File: src/rtl/gpu_command_scheduler_if.sv
// Host command and rasteriser handshake bundle for gpu_command_scheduler.
interface gpu_command_scheduler_if #(
    parameter int W_BITS = 10,
    parameter int H_BITS = 9,
    parameter int C_BITS = 8,
    parameter int DEPTH  = 4
);
    logic                     command_i;
    logic [3:0]               opcode_i;
    logic [24:0]              parameters_i;
    logic                     cmd_ready_o;
    logic                     overflow_o;
    logic [$clog2(DEPTH):0]   fifo_count_o;
    logic                     busy_o;
    logic                     draw_start_o;
    logic                     draw_type_o;
    logic [W_BITS-1:0]        x1_o;
    logic [W_BITS-1:0]        x2_o;
    logic [H_BITS-1:0]        y1_o;
    logic [H_BITS-1:0]        y2_o;
    logic [W_BITS-1:0]        rad_o;
    logic [C_BITS-1:0]        r_o;
    logic [C_BITS-1:0]        g_o;
    logic [C_BITS-1:0]        b_o;
    logic                     draw_done_i;

    // Host/rasteriser side: issues commands, answers draws with done.
    modport master (
        output command_i, opcode_i, parameters_i, draw_done_i,
        input  cmd_ready_o, overflow_o, fifo_count_o, busy_o, draw_start_o,
               draw_type_o, x1_o, x2_o, y1_o, y2_o, rad_o, r_o, g_o, b_o
    );

    // Scheduler side.
    modport slave (
        input  command_i, opcode_i, parameters_i, draw_done_i,
        output cmd_ready_o, overflow_o, fifo_count_o, busy_o, draw_start_o,
               draw_type_o, x1_o, x2_o, y1_o, y2_o, rad_o, r_o, g_o, b_o
    );
endinterface

File: src/rtl/gpu_command_scheduler.sv
// GPU command scheduler: shadow geometry registers, draw FIFO and a
// dispatch FSM handing one draw at a time to the rasteriser.
module gpu_command_scheduler #(
    parameter int W_BITS = 10,
    parameter int H_BITS = 9,
    parameter int C_BITS = 8,
    parameter int DEPTH  = 4
) (
    input logic                    clk,
    input logic                    n_rst,
    gpu_command_scheduler_if.slave bus
);
    localparam int PTR_BITS = $clog2(DEPTH);
    localparam int CNT_BITS = PTR_BITS + 1;

    typedef enum logic [1:0] {IDLE, ISSUE, WAIT} state_t;

    typedef enum logic [3:0] {
        OP_SOFT_RESET = 4'h0,
        OP_SET_XY1    = 4'h1,
        OP_SET_XY2    = 4'h2,
        OP_SET_RADIUS = 4'h3,
        OP_DRAW_LINE  = 4'h4,
        OP_DRAW_RECT  = 4'h5
    } opcode_t;

    typedef struct packed {
        logic              rect;
        logic [W_BITS-1:0] x1;
        logic [H_BITS-1:0] y1;
        logic [W_BITS-1:0] x2;
        logic [H_BITS-1:0] y2;
        logic [W_BITS-1:0] rad;
        logic [C_BITS-1:0] r;
        logic [C_BITS-1:0] g;
        logic [C_BITS-1:0] b;
    } entry_t;

    state_t              state;
    entry_t              mem [DEPTH];
    entry_t              out_q;
    entry_t              new_entry;
    logic                draw_start;
    logic [PTR_BITS-1:0] wr_ptr;
    logic [PTR_BITS-1:0] rd_ptr;
    logic [CNT_BITS-1:0] count;
    logic                overflow;
    logic [W_BITS-1:0]   sh_x1;
    logic [H_BITS-1:0]   sh_y1;
    logic [W_BITS-1:0]   sh_x2;
    logic [H_BITS-1:0]   sh_y2;
    logic [W_BITS-1:0]   sh_rad;

    logic cmd_ready;
    logic accept;
    logic is_draw;
    logic push;
    logic pop;
    logic flush;
    logic unused_bits;

    assign cmd_ready   = count < CNT_BITS'(DEPTH);
    assign accept      = bus.command_i && cmd_ready;
    assign is_draw     = (bus.opcode_i == OP_DRAW_LINE) || (bus.opcode_i == OP_DRAW_RECT);
    assign push        = accept && is_draw;
    assign flush       = accept && (bus.opcode_i == OP_SOFT_RESET);
    assign pop         = (state == IDLE) && (count != '0);
    assign unused_bits = bus.parameters_i[24];

    // Assemble a queue entry from the pre-edge shadows plus the colour word.
    always_comb begin
        new_entry      = '0;
        new_entry.rect = (bus.opcode_i == OP_DRAW_RECT);
        new_entry.x1   = sh_x1;
        new_entry.y1   = sh_y1;
        new_entry.x2   = sh_x2;
        new_entry.y2   = sh_y2;
        new_entry.rad  = sh_rad;
        new_entry.r    = bus.parameters_i[2*C_BITS +: C_BITS];
        new_entry.g    = bus.parameters_i[C_BITS +: C_BITS];
        new_entry.b    = bus.parameters_i[0 +: C_BITS];
    end

    // FIFO storage; contents are qualified by the pointers so need no reset.
    always_ff @(posedge clk) begin
        if (push) begin
            mem[wr_ptr] <= new_entry;
        end
    end

    // Command decode: shadow registers, overflow flag and FIFO bookkeeping.
    always_ff @(posedge clk or negedge n_rst) begin
        if (!n_rst) begin
            sh_x1    <= '0;
            sh_y1    <= '0;
            sh_x2    <= '0;
            sh_y2    <= '0;
            sh_rad   <= '0;
            overflow <= 1'b0;
            wr_ptr   <= '0;
            rd_ptr   <= '0;
            count    <= '0;
        end else begin
            if (bus.command_i && !cmd_ready) begin
                overflow <= 1'b1;
            end
            if (accept) begin
                case (bus.opcode_i)
                    OP_SOFT_RESET: begin
                        sh_x1    <= '0;
                        sh_y1    <= '0;
                        sh_x2    <= '0;
                        sh_y2    <= '0;
                        sh_rad   <= '0;
                        overflow <= 1'b0;
                    end
                    OP_SET_XY1: begin
                        sh_x1 <= bus.parameters_i[W_BITS-1:0];
                        sh_y1 <= bus.parameters_i[W_BITS+H_BITS-1:W_BITS];
                    end
                    OP_SET_XY2: begin
                        sh_x2 <= bus.parameters_i[W_BITS-1:0];
                        sh_y2 <= bus.parameters_i[W_BITS+H_BITS-1:W_BITS];
                    end
                    OP_SET_RADIUS: begin
                        sh_rad <= bus.parameters_i[W_BITS-1:0];
                    end
                    default: ;
                endcase
            end
            // A flush wins over a concurrent pop; the popped head still
            // dispatches because the FSM captured it this same edge.
            if (flush) begin
                wr_ptr <= '0;
                rd_ptr <= '0;
                count  <= '0;
            end else begin
                if (push) begin
                    wr_ptr <= wr_ptr + PTR_BITS'(1);
                end
                if (pop) begin
                    rd_ptr <= rd_ptr + PTR_BITS'(1);
                end
                if (push && !pop) begin
                    count <= count + CNT_BITS'(1);
                end else if (!push && pop) begin
                    count <= count - CNT_BITS'(1);
                end
            end
        end
    end

    // Dispatch FSM: pop head, pulse start one cycle, hold until done.
    always_ff @(posedge clk or negedge n_rst) begin
        if (!n_rst) begin
            state      <= IDLE;
            out_q      <= '0;
            draw_start <= 1'b0;
        end else begin
            draw_start <= 1'b0;
            case (state)
                IDLE: begin
                    if (pop) begin
                        out_q <= mem[rd_ptr];
                        state <= ISSUE;
                    end
                end
                ISSUE: begin
                    draw_start <= 1'b1;
                    state      <= WAIT;
                end
                WAIT: begin
                    if (bus.draw_done_i) begin
                        state <= IDLE;
                    end
                end
                default: state <= IDLE;
            endcase
        end
    end

    assign bus.cmd_ready_o  = cmd_ready;
    assign bus.overflow_o   = overflow;
    assign bus.fifo_count_o = count;
    assign bus.busy_o       = (state != IDLE) || (count != '0);
    assign bus.draw_start_o = draw_start;
    assign bus.draw_type_o  = out_q.rect;
    assign bus.x1_o         = out_q.x1;
    assign bus.y1_o         = out_q.y1;
    assign bus.x2_o         = out_q.x2;
    assign bus.y2_o         = out_q.y2;
    assign bus.rad_o        = out_q.rad;
    assign bus.r_o          = out_q.r;
    assign bus.g_o          = out_q.g;
    assign bus.b_o          = out_q.b;
endmodule
File: src/flat_wrapper.sv
// flat-port wrapper written by rule: the top's interface ports become plain ports
module gpu_command_scheduler_flat 
#(
    parameter int W_BITS = 10,
    parameter int H_BITS = 9,
    parameter int C_BITS = 8,
    parameter int DEPTH  = 4
)
  (clk, n_rst, bus_command_i, bus_opcode_i, bus_parameters_i, bus_draw_done_i, bus_cmd_ready_o, bus_overflow_o, bus_fifo_count_o, bus_busy_o, bus_draw_start_o, bus_draw_type_o, bus_x1_o, bus_x2_o, bus_y1_o, bus_y2_o, bus_rad_o, bus_r_o, bus_g_o, bus_b_o);
  gpu_command_scheduler_if #(.W_BITS(W_BITS), .H_BITS(H_BITS), .C_BITS(C_BITS), .DEPTH(DEPTH)) bus_i ();
  input logic clk;
  input logic n_rst;
  input wire logic [$bits(bus_i.command_i)-1:0] bus_command_i;
  input wire logic [$bits(bus_i.opcode_i)-1:0] bus_opcode_i;
  input wire logic [$bits(bus_i.parameters_i)-1:0] bus_parameters_i;
  input wire logic [$bits(bus_i.draw_done_i)-1:0] bus_draw_done_i;
  output wire logic [$bits(bus_i.cmd_ready_o)-1:0] bus_cmd_ready_o;
  output wire logic [$bits(bus_i.overflow_o)-1:0] bus_overflow_o;
  output wire logic [$bits(bus_i.fifo_count_o)-1:0] bus_fifo_count_o;
  output wire logic [$bits(bus_i.busy_o)-1:0] bus_busy_o;
  output wire logic [$bits(bus_i.draw_start_o)-1:0] bus_draw_start_o;
  output wire logic [$bits(bus_i.draw_type_o)-1:0] bus_draw_type_o;
  output wire logic [$bits(bus_i.x1_o)-1:0] bus_x1_o;
  output wire logic [$bits(bus_i.x2_o)-1:0] bus_x2_o;
  output wire logic [$bits(bus_i.y1_o)-1:0] bus_y1_o;
  output wire logic [$bits(bus_i.y2_o)-1:0] bus_y2_o;
  output wire logic [$bits(bus_i.rad_o)-1:0] bus_rad_o;
  output wire logic [$bits(bus_i.r_o)-1:0] bus_r_o;
  output wire logic [$bits(bus_i.g_o)-1:0] bus_g_o;
  output wire logic [$bits(bus_i.b_o)-1:0] bus_b_o;
  assign bus_i.command_i = bus_command_i;
  assign bus_i.opcode_i = bus_opcode_i;
  assign bus_i.parameters_i = bus_parameters_i;
  assign bus_i.draw_done_i = bus_draw_done_i;
  assign bus_cmd_ready_o = bus_i.cmd_ready_o;
  assign bus_overflow_o = bus_i.overflow_o;
  assign bus_fifo_count_o = bus_i.fifo_count_o;
  assign bus_busy_o = bus_i.busy_o;
  assign bus_draw_start_o = bus_i.draw_start_o;
  assign bus_draw_type_o = bus_i.draw_type_o;
  assign bus_x1_o = bus_i.x1_o;
  assign bus_x2_o = bus_i.x2_o;
  assign bus_y1_o = bus_i.y1_o;
  assign bus_y2_o = bus_i.y2_o;
  assign bus_rad_o = bus_i.rad_o;
  assign bus_r_o = bus_i.r_o;
  assign bus_g_o = bus_i.g_o;
  assign bus_b_o = bus_i.b_o;
  gpu_command_scheduler #(.W_BITS(W_BITS), .H_BITS(H_BITS), .C_BITS(C_BITS), .DEPTH(DEPTH)) u_core (.clk(clk), .n_rst(n_rst), .bus(bus_i));
endmodule
File: config.mk
export PLATFORM = sky130hd
export DESIGN_NAME = gpu_command_scheduler_flat
export DESIGN_NICKNAME = d
export VERILOG_FILES = /design/src/rtl/gpu_command_scheduler_if.sv /design/src/rtl/gpu_command_scheduler.sv /design/src/flat_wrapper.sv
export SDC_FILE = /design/constraint.sdc
export NUM_CORES = 1
export LEC_CHECK = 0
export ABC_AREA = 1
export ABC_CLOCK_PERIOD_IN_PS = 13400
export CELL_PAD_IN_SITES_DETAIL_PLACEMENT = 0
export CELL_PAD_IN_SITES_GLOBAL_PLACEMENT = 2
export CORE_UTILIZATION = 42
export DETAILED_ROUTE_END_ITERATION = 12
export PLACE_DENSITY_LB_ADDON = 0.1
export SLEW_MARGIN = 15
export SYNTH_ARGS = -nofsm -noshare
export SYNTH_HDL_FRONTEND = slang
export SYNTH_SLANG_ARGS = --single-unit
File: constraint.sdc
create_clock -name clk -period 13.4 [get_ports clk]
set_clock_uncertainty 0.2 [all_clocks]
set_input_delay 2.01 -clock clk [delete_from_list [all_inputs] [get_ports clk]]
set_output_delay 2.01 -clock clk [all_outputs]
set_load 0.02 [all_outputs]
==> results of run 1 <==
[cell usage in the layout (no fill, tap or decap), types with 17 or more instances in the layout]
| cell type | count |
|---|---|
| nand2_1 | 973 |
| dfrtp_1 | 130 |
| clkbuf_1 | 17 |
| clkbuf_16 | 45 |
| inv_1 | 36 |
| nand3_1 | 23 |
| edfxtp_1 | 292 |
| clkdlybuf4s50_1 | 110 |
| nor2_1 | 20 |
| o21ai_0 | 28 |
[critical path: cells and delay by family]
| kind | cells | cell delay, ps |
|---|---|---|
| buffers and inverters | 5 | 1770 |
| AND/OR/NAND/NOR | 3 | 1160 |
[sequential cells by signal (all words and copies together), names as in the netlist]
name	cells
u_core.wr_ptr	2
u_core.sh_y1	9
u_core.bus.y1_o	9
u_core.sh_x1	10
u_core.bus.fifo_count_o	3
u_core.bus.x1_o	10
u_core.bus.b_o	8
u_core.sh_rad	10
u_core.bus.rad_o	10
u_core.state	2
u_core.mem	292
u_core.sh_y2	9
u_core.bus.draw_start_o	1
u_core.bus.y2_o	9
u_core.bus.overflow_o	1
u_core.sh_x2	10
u_core.bus.draw_type_o	1
u_core.rd_ptr	2
u_core.bus.x2_o	10
u_core.bus.r_o	8
u_core.bus.g_o	8
[area by class of cell]
class	count	area (um^2)	share of cell area, %
Clock buffer	68	1270	6.42
Clock inverter	13	164	0.827
Inverter	41	161	0.814
Multi-Input combinational cell	1077	4270	21.5
Sequential cell	424	12100	60.9
Tap cell	525	657	3.31
Timing Repair Buffer	125	1220	6.14
[worst max-delay path by stage]
| stage | from | slack (ps) | depth (start not counted) | to |
|---|---|---|---|---|
| 6_report | bus_opcode_i[1] | 8380 | 8 | u_core.mem[1][49] |
| 4_1_cts | bus_opcode_i[1] | 8340 | 8 | u_core.mem[1][45] |
| 2_1_floorplan | bus_opcode_i[1] | 7120 | 5 | u_core.mem[0][0] |
| 5_1_grt | bus_opcode_i[1] | 8170 | 8 | u_core.mem[3][45] |
| 3_5_place_dp | bus_opcode_i[1] | 7750 | 8 | u_core.mem[1][52] |
| 3_3_place_gp | bus_opcode_i[1] | 7710 | 8 | u_core.mem[1][52] |
[synthesized netlist by cell type, drive strengths merged]
cell type	instances
a21oi	1
buf	63
clkbuf	11
dfrtp	132
edfxtp	292
fa	1
ha	5
inv	41
nand2	974
nand3	26
nand4	1
nor2	27
o21a	1
o21ai	40
xor2	1
[metrics by stage]
stage               util, %  instance area, um^2
floorplan                 -                16800
global placement       46.4                18400
detailed placement     46.4                18400
CTS                    50.0                19800
global route           50.0                19800
finish                 50.0                19800
[per-layer routing]
layer  up-vias  global-route usage (%)  share of wire (%)
met4         0                    4.62                1.7
met5         -                       0                  0
li1       5368                       -                  -
met3        54                    3.34                3.7
met2       174                    33.8                 47
met1      5187                    28.0                 47
[power groups by stage]
stage                     Combinational [W]  Clock [W]  Sequential (W)
after floorplan                    0.000765          0         0.00187
after global placement              0.00137          0         0.00177
after detailed placement            0.00138          0         0.00178
after CTS                           0.00138    0.00125         0.00176
after global routing                0.00153    0.00130         0.00178
final                               0.00135    0.00122         0.00176
[kinds of logic after synthesis]
kind of cell | synth area share, %
adders and majority gates | 0.490
and+or+nand+nor | 23.3
xor gates and xnor gates | 0.0520
buffers and inverters | 3.19
DFF | 71.7
AOI/OAI and AO/OA | 1.26
==> out/metrics.cfg, run 1 <==
[power_and_ir_drop]
power.internal_w=0.00280
max-vdd-ir-drop_uv=135
p_leak_nw=8.76
combPwrFrac_pct=31.2
swShare_pct=35.2
p_clk_share_pct=28.2
p_per_area_mw_per_mm2=218
power.total_w=0.00432
p_sw_w=0.00152
power_frac_seq_pct=40.6

[flow_run]
timing.max_cap.violations=0

[detailed_routing]
wl_um=40000
drtAntennaViolNets=0
drt-wirelength-per-cell_um=17.6
vias_per_cell=4.74
vias=10800
drt_first_pass_iters=4
drc_errors=0
drt_iter0_drc=511

[clock_tree]
post_cts_buffers=0
clk_pin_slew_ps=60
clockBufferDepth=3
cts_hold_buf=0
cts_root_buf=clkbuf_16
clock_latency_ps=560
cts_buffers=45
clock_sinks=424
htreeDepth=2
cts_resized=0
cts_tree=done

[placed_design]
placedCellCount=2192
hpwl_um=21800
dp_slack_ps=7750
portBuffers=111
place_congestion=0.706

[global_route]
grt_first_pass_wirelength_um=63100
grt_pass1_vias=10600
grt_overflow=0
track_usage_pct=20.3
grt_max_degree=89
grt_antenna_before_repair=0

[synth]
ys_seq_area_share_pct=71.7
yosysWarningCount=0
synth_cell_types=24
netlist_top_cells_area=edfxtp_1 (52%), nand2_1 (22%), dfrtp_1 (20%), buf_2 (1.3%), o21ai_0 (0.83%)
netlist.top_cell.by_area=edfxtp_1
syn-cell-area_mm2=0.0168
avgSynthCellArea_um2=10.4
synth_top_area_share_pct=52.0
syn_nets=1655
ys_ff_latch=424
syn_inst=1616

[run_status]
status=finished clean

[worst_hold_path]
min-delay-start=u_core.state[1]
min_to=u_core.bus.draw_start_o
min_path_cells=1
hp-class=flip-flop to flip-flop

[layout]
nNetsFinal=1753
drive_above_1_share_pct=5.38
n_antenna_cell=0
n_fill_cell=3640
area_growth_syn_to_layout_pct=17.6
final_cells=2273

[timing]
max_freq_ghz=0.199
maxSlewHeadroom_pct=31.5
fin_crit_sh_pct=37.5
hold_ws_ps=260
finalWorstSetupSlack_ps=8380
rsz0062_at_grt=no
min_period_ps=5020
tns_ps=0
setup_viol=0
tightest_slew_ps=1030
slew_violations=0
hold_viol=0

[critical_path]
worstSetupPathType=primary input to flip-flop
cp_data_arrival_time_ps=5000
endpoint_kind=flip-flop
r2r-end=u_core.mem[1][49]
required_ps=13380
reg2reg_depth=6
crit_chain=clkdlybuf4s50_1, buf_4, inv_1, nand3_1, nor2_1, inv_1, nor2_4, buf_4
slowest_delay_ps=800
slowest_stage=nor2_4
rrSetupSlack_ps=10040
rr_startpoint=u_core.bus.fifo_count_o[2]
startpoint_type=primary input
cp_max_fo=45

[floorplanning]
core_mm2=0.0396
io_pins=113
die_x_um=202
die_y_um=202
start_util_pct=42.5
die-area_mm2=0.0409
rows=73

Power figures use the tool's default switching activity.
==> inputs of run 2 (changes only) <==
--- a/config.mk
+++ b/config.mk
@@ -6,10 +6,10 @@
 export NUM_CORES = 1
 export LEC_CHECK = 0
 export ABC_AREA = 1
-export ABC_CLOCK_PERIOD_IN_PS = 13400
+export ABC_CLOCK_PERIOD_IN_PS = 4800
 export CELL_PAD_IN_SITES_DETAIL_PLACEMENT = 0
 export CELL_PAD_IN_SITES_GLOBAL_PLACEMENT = 2
-export CORE_UTILIZATION = 42
+export CORE_UTILIZATION = 39
 export DETAILED_ROUTE_END_ITERATION = 12
 export PLACE_DENSITY_LB_ADDON = 0.1
 export SLEW_MARGIN = 15
==> constraint.sdc (replaced) <==
create_clock -name clk -period 4.8 [get_ports clk]
set_clock_uncertainty 0.2 [all_clocks]
set_input_delay 0.72 -clock clk [delete_from_list [all_inputs] [get_ports clk]]
set_output_delay 0.72 -clock clk [all_outputs]
set_load 0.02 [all_outputs]
==> run 2 against run 1 <==
Cell area is 1.6% higher. Setup slack worse by 6500 ps. First-iteration DRC count is 10% higher. Critical path type is now flip-flop to output pin.
==> out/metrics.cfg, run 2 (synthesis results as in run 1) <==
[critical_path]
required_ps=3880  ; was 13380 ps
reg2reg_depth=7  ; was 6
cp_max_fo=3  ; was 45
slowest_stage=clkdlybuf4s50_1  ; was nor2_4
rr_startpoint=u_core.state[0]  ; was u_core.bus.fifo_count_o[2]
cp_data_arrival_time_ps=2000  ; was 5000 ps
startpoint_type=flip-flop  ; was primary input
crit_chain=nor2_1, nand4_1, clkdlybuf4s50_1  ; was clkdlybuf4s50_1, buf_4, inv_1, nand3_1, nor2_1, inv_1, nor2_4, buf_4
slowest_delay_ps=580  ; was 800 ps
critPathBufInv=1  ; was 5
cp_top_family=buffers and inverters  ; unchanged
rrSetupSlack_ps=2080  ; was 10040 ps
endpoint_kind=output pin  ; was flip-flop
worstSetupPathType=flip-flop to output pin  ; was primary input to flip-flop
r2r-end=u_core.bus.fifo_count_o[1]  ; was u_core.mem[1][49]

[power_and_ir_drop]
p_sw_w=0.00426  ; was 0.00152 W
p_per_area_mw_per_mm2=612  ; was 218 mW/mm^2
max-vdd-ir-drop_uv=282  ; was 135 uV
swShare_pct=34.6  ; was 35.2%
power_frac_seq_pct=40.1  ; was 40.6%
power.total_w=0.0123  ; was 0.00432 W
p_leak_nw=8.88  ; was 8.76 nW
combPwrFrac_pct=30.2  ; was 31.2%
power.internal_w=0.00805  ; was 0.00280 W
p_clk_share_pct=29.8  ; was 28.2%

[timing]
tightest_slew_ps=1110  ; was 1030 ps
rsz0062_at_grt=no  ; unchanged
fin_crit_sh_pct=60.9
slew_violations=0  ; unchanged
min_period_ps=2920
setup_viol=0  ; unchanged
max_freq_ghz=0.342
maxSlewHeadroom_pct=25.9  ; was 31.5%
hold_viol=0  ; unchanged

[layout]
final_cell_mix=nand2_1 (973), edfxtp_1 (292), dfrtp_1 (130)  ; unchanged
largest_register_ffs=292  ; unchanged
n_antenna_cell=0  ; unchanged
layout_commonest_cell=nand2_1  ; unchanged
area_growth_syn_to_layout_pct=19.5  ; was 17.6%
largest_register=u_core.mem  ; unchanged
n_fill_cell=3957  ; was 3640
drive_above_1_share_pct=6.14  ; was 5.38%
fin_util_pct=47.6  ; was 50.0%
nNetsFinal=1760  ; was 1753
stdcell_area_mm2=0.0201  ; was 0.0198 mm^2

[detailed_routing]
drtAntennaViolNets=0  ; unchanged
drt-wirelength-per-cell_um=17.3  ; was 17.6 um
vias_per_cell=4.60  ; was 4.74
drt_first_pass_iters=4  ; unchanged
drc_errors=0  ; unchanged
drt_iter0_drc=562  ; was 511
vias=10700  ; was 10800
wl_um=40400  ; was 40000 um

[floorplanning]
die-area_mm2=0.0440  ; was 0.0409 mm^2
io_pins=113  ; unchanged
die_y_um=210  ; was 202 um
core_mm2=0.0423  ; was 0.0396 mm^2
die_x_um=210  ; was 202 um
rows=75  ; was 73
start_util_pct=39.8  ; was 42.5%

[placed_design]
hpwl_um=21900  ; was 21800 um
postPlaceCellArea_mm2=0.0185  ; was 0.0184 mm^2
portBuffers=111  ; unchanged
place_congestion=0.715  ; was 0.706

[clock_tree]
cts_tree=done  ; unchanged
clock_sinks=424  ; unchanged
htreeDepth=2  ; unchanged
post_cts_buffers=0  ; unchanged
cts_resized=0  ; unchanged
cts_root_buf=clkbuf_16  ; unchanged
cts_buffers=47  ; was 45
clk_pin_slew_ps=60  ; about the same
cts_hold_buf=0  ; unchanged
clock_latency_ps=570  ; was 560 ps
clockBufferDepth=3  ; unchanged

[flow_run]
timing.max_cap.violations=0  ; unchanged

[global_route]
track_usage_pct=19.1  ; was 20.3%
grt_overflow=0  ; unchanged
grt_first_pass_wirelength_um=63700  ; was 63100 um
grt_antenna_before_repair=0  ; unchanged
grt_pass1_vias=10600  ; about the same
grt_max_degree=80  ; was 89

[worst_hold_path]
hp-class=primary input to asynchronous set/reset pin  ; was flip-flop to flip-flop

[run_status]
status=finished clean  ; unchanged

==> run 2: cell count changes in the layout (fill, tap and decap cells not counted) <==
cell,change
clkbuf_16,+2
clkbuf_1,-8
clkinv_2,+1
bufinv_16,+2
clkbuf_8,+3
nand2_2,-1
buf_12,+4
clkinv_4,+1
nand2_4,+1
clkinv_1,+4
buf_4,+1
==> run 2: per-layer routing <==
layer	share of wire [%]	GRT usage (%)	vias up
li1	-	-	5380
met1	47	26.2	5147
met2	48	31.8	158
met3	3.2	2.78	56
met4	1.8	5.11	0
met5	0	0	-
==> run 2: power groups by stage <==
stage,logic (W),clock network [W],registers (W)
4_1_cts,0.00383,0.00376,0.00495
3_5_place_dp,0.00381,0,0.00501
6_report,0.00371,0.00366,0.00493
3_3_place_gp,0.00380,0,0.00499
5_1_grt,0.00423,0.00390,0.00501
2_1_floorplan,0.00214,0,0.00522
==> run 2: how the worst max path moves through the flow <==
| stage | startpoint | to | cells after the start |
|---|---|---|---|
| 5_1_grt | u_core.state[0] | bus_busy_o | 3 |
| 2_1_floorplan | bus_opcode_i[1] | u_core.mem[0][0] | 5 |
| 4_1_cts | u_core.state[0] | bus_busy_o | 3 |
| 6_report | u_core.state[0] | bus_busy_o | 3 |
| 3_3_place_gp | bus_opcode_i[1] | u_core.mem[2][5] | 7 |
| 3_5_place_dp | bus_opcode_i[1] | u_core.mem[2][49] | 7 |
==> run 2: layout make-up <==
class	count	area (um^2)	area share (%)
clock buffers	65	1330	6.63
well taps	577	722	3.59
multi-input cells	1077	4270	21.2
inverters	41	158	0.783
clock inverters	21	256	1.27
flip-flops and latches	424	12100	60.0
repair buffers	130	1310	6.48
==> run 2: worst register-to-register path, delay by kind of cell, from the launching register on <==
family | cells | cell delay [ps]
AOI/OAI and AO/OA | 1 | 80
buffers and inverters | 1 | 90
and+or+nand+nor | 3 | 960
DFF | 1 | 400
adders and majority gates | 2 | 870
==> run 2: per-stage QoR <==
| step | hold WS, ps | std cells | TNS (ps) | worst slack, ps |
|---|---|---|---|---|
| 2_1_floorplan | 222 | 1616 | -54720 | -187 |
| 3_3_place_gp | 234 | 2249 | 0 | 1400 |
| 3_5_place_dp | 235 | 2249 | 0 | 1390 |
| 4_1_cts | 21.5 | 2335 | 0 | 1840 |
| 5_1_grt | 63.0 | 2335 | 0 | 1800 |
| 6_report | 11.2 | 2335 | 0 | 1880 |
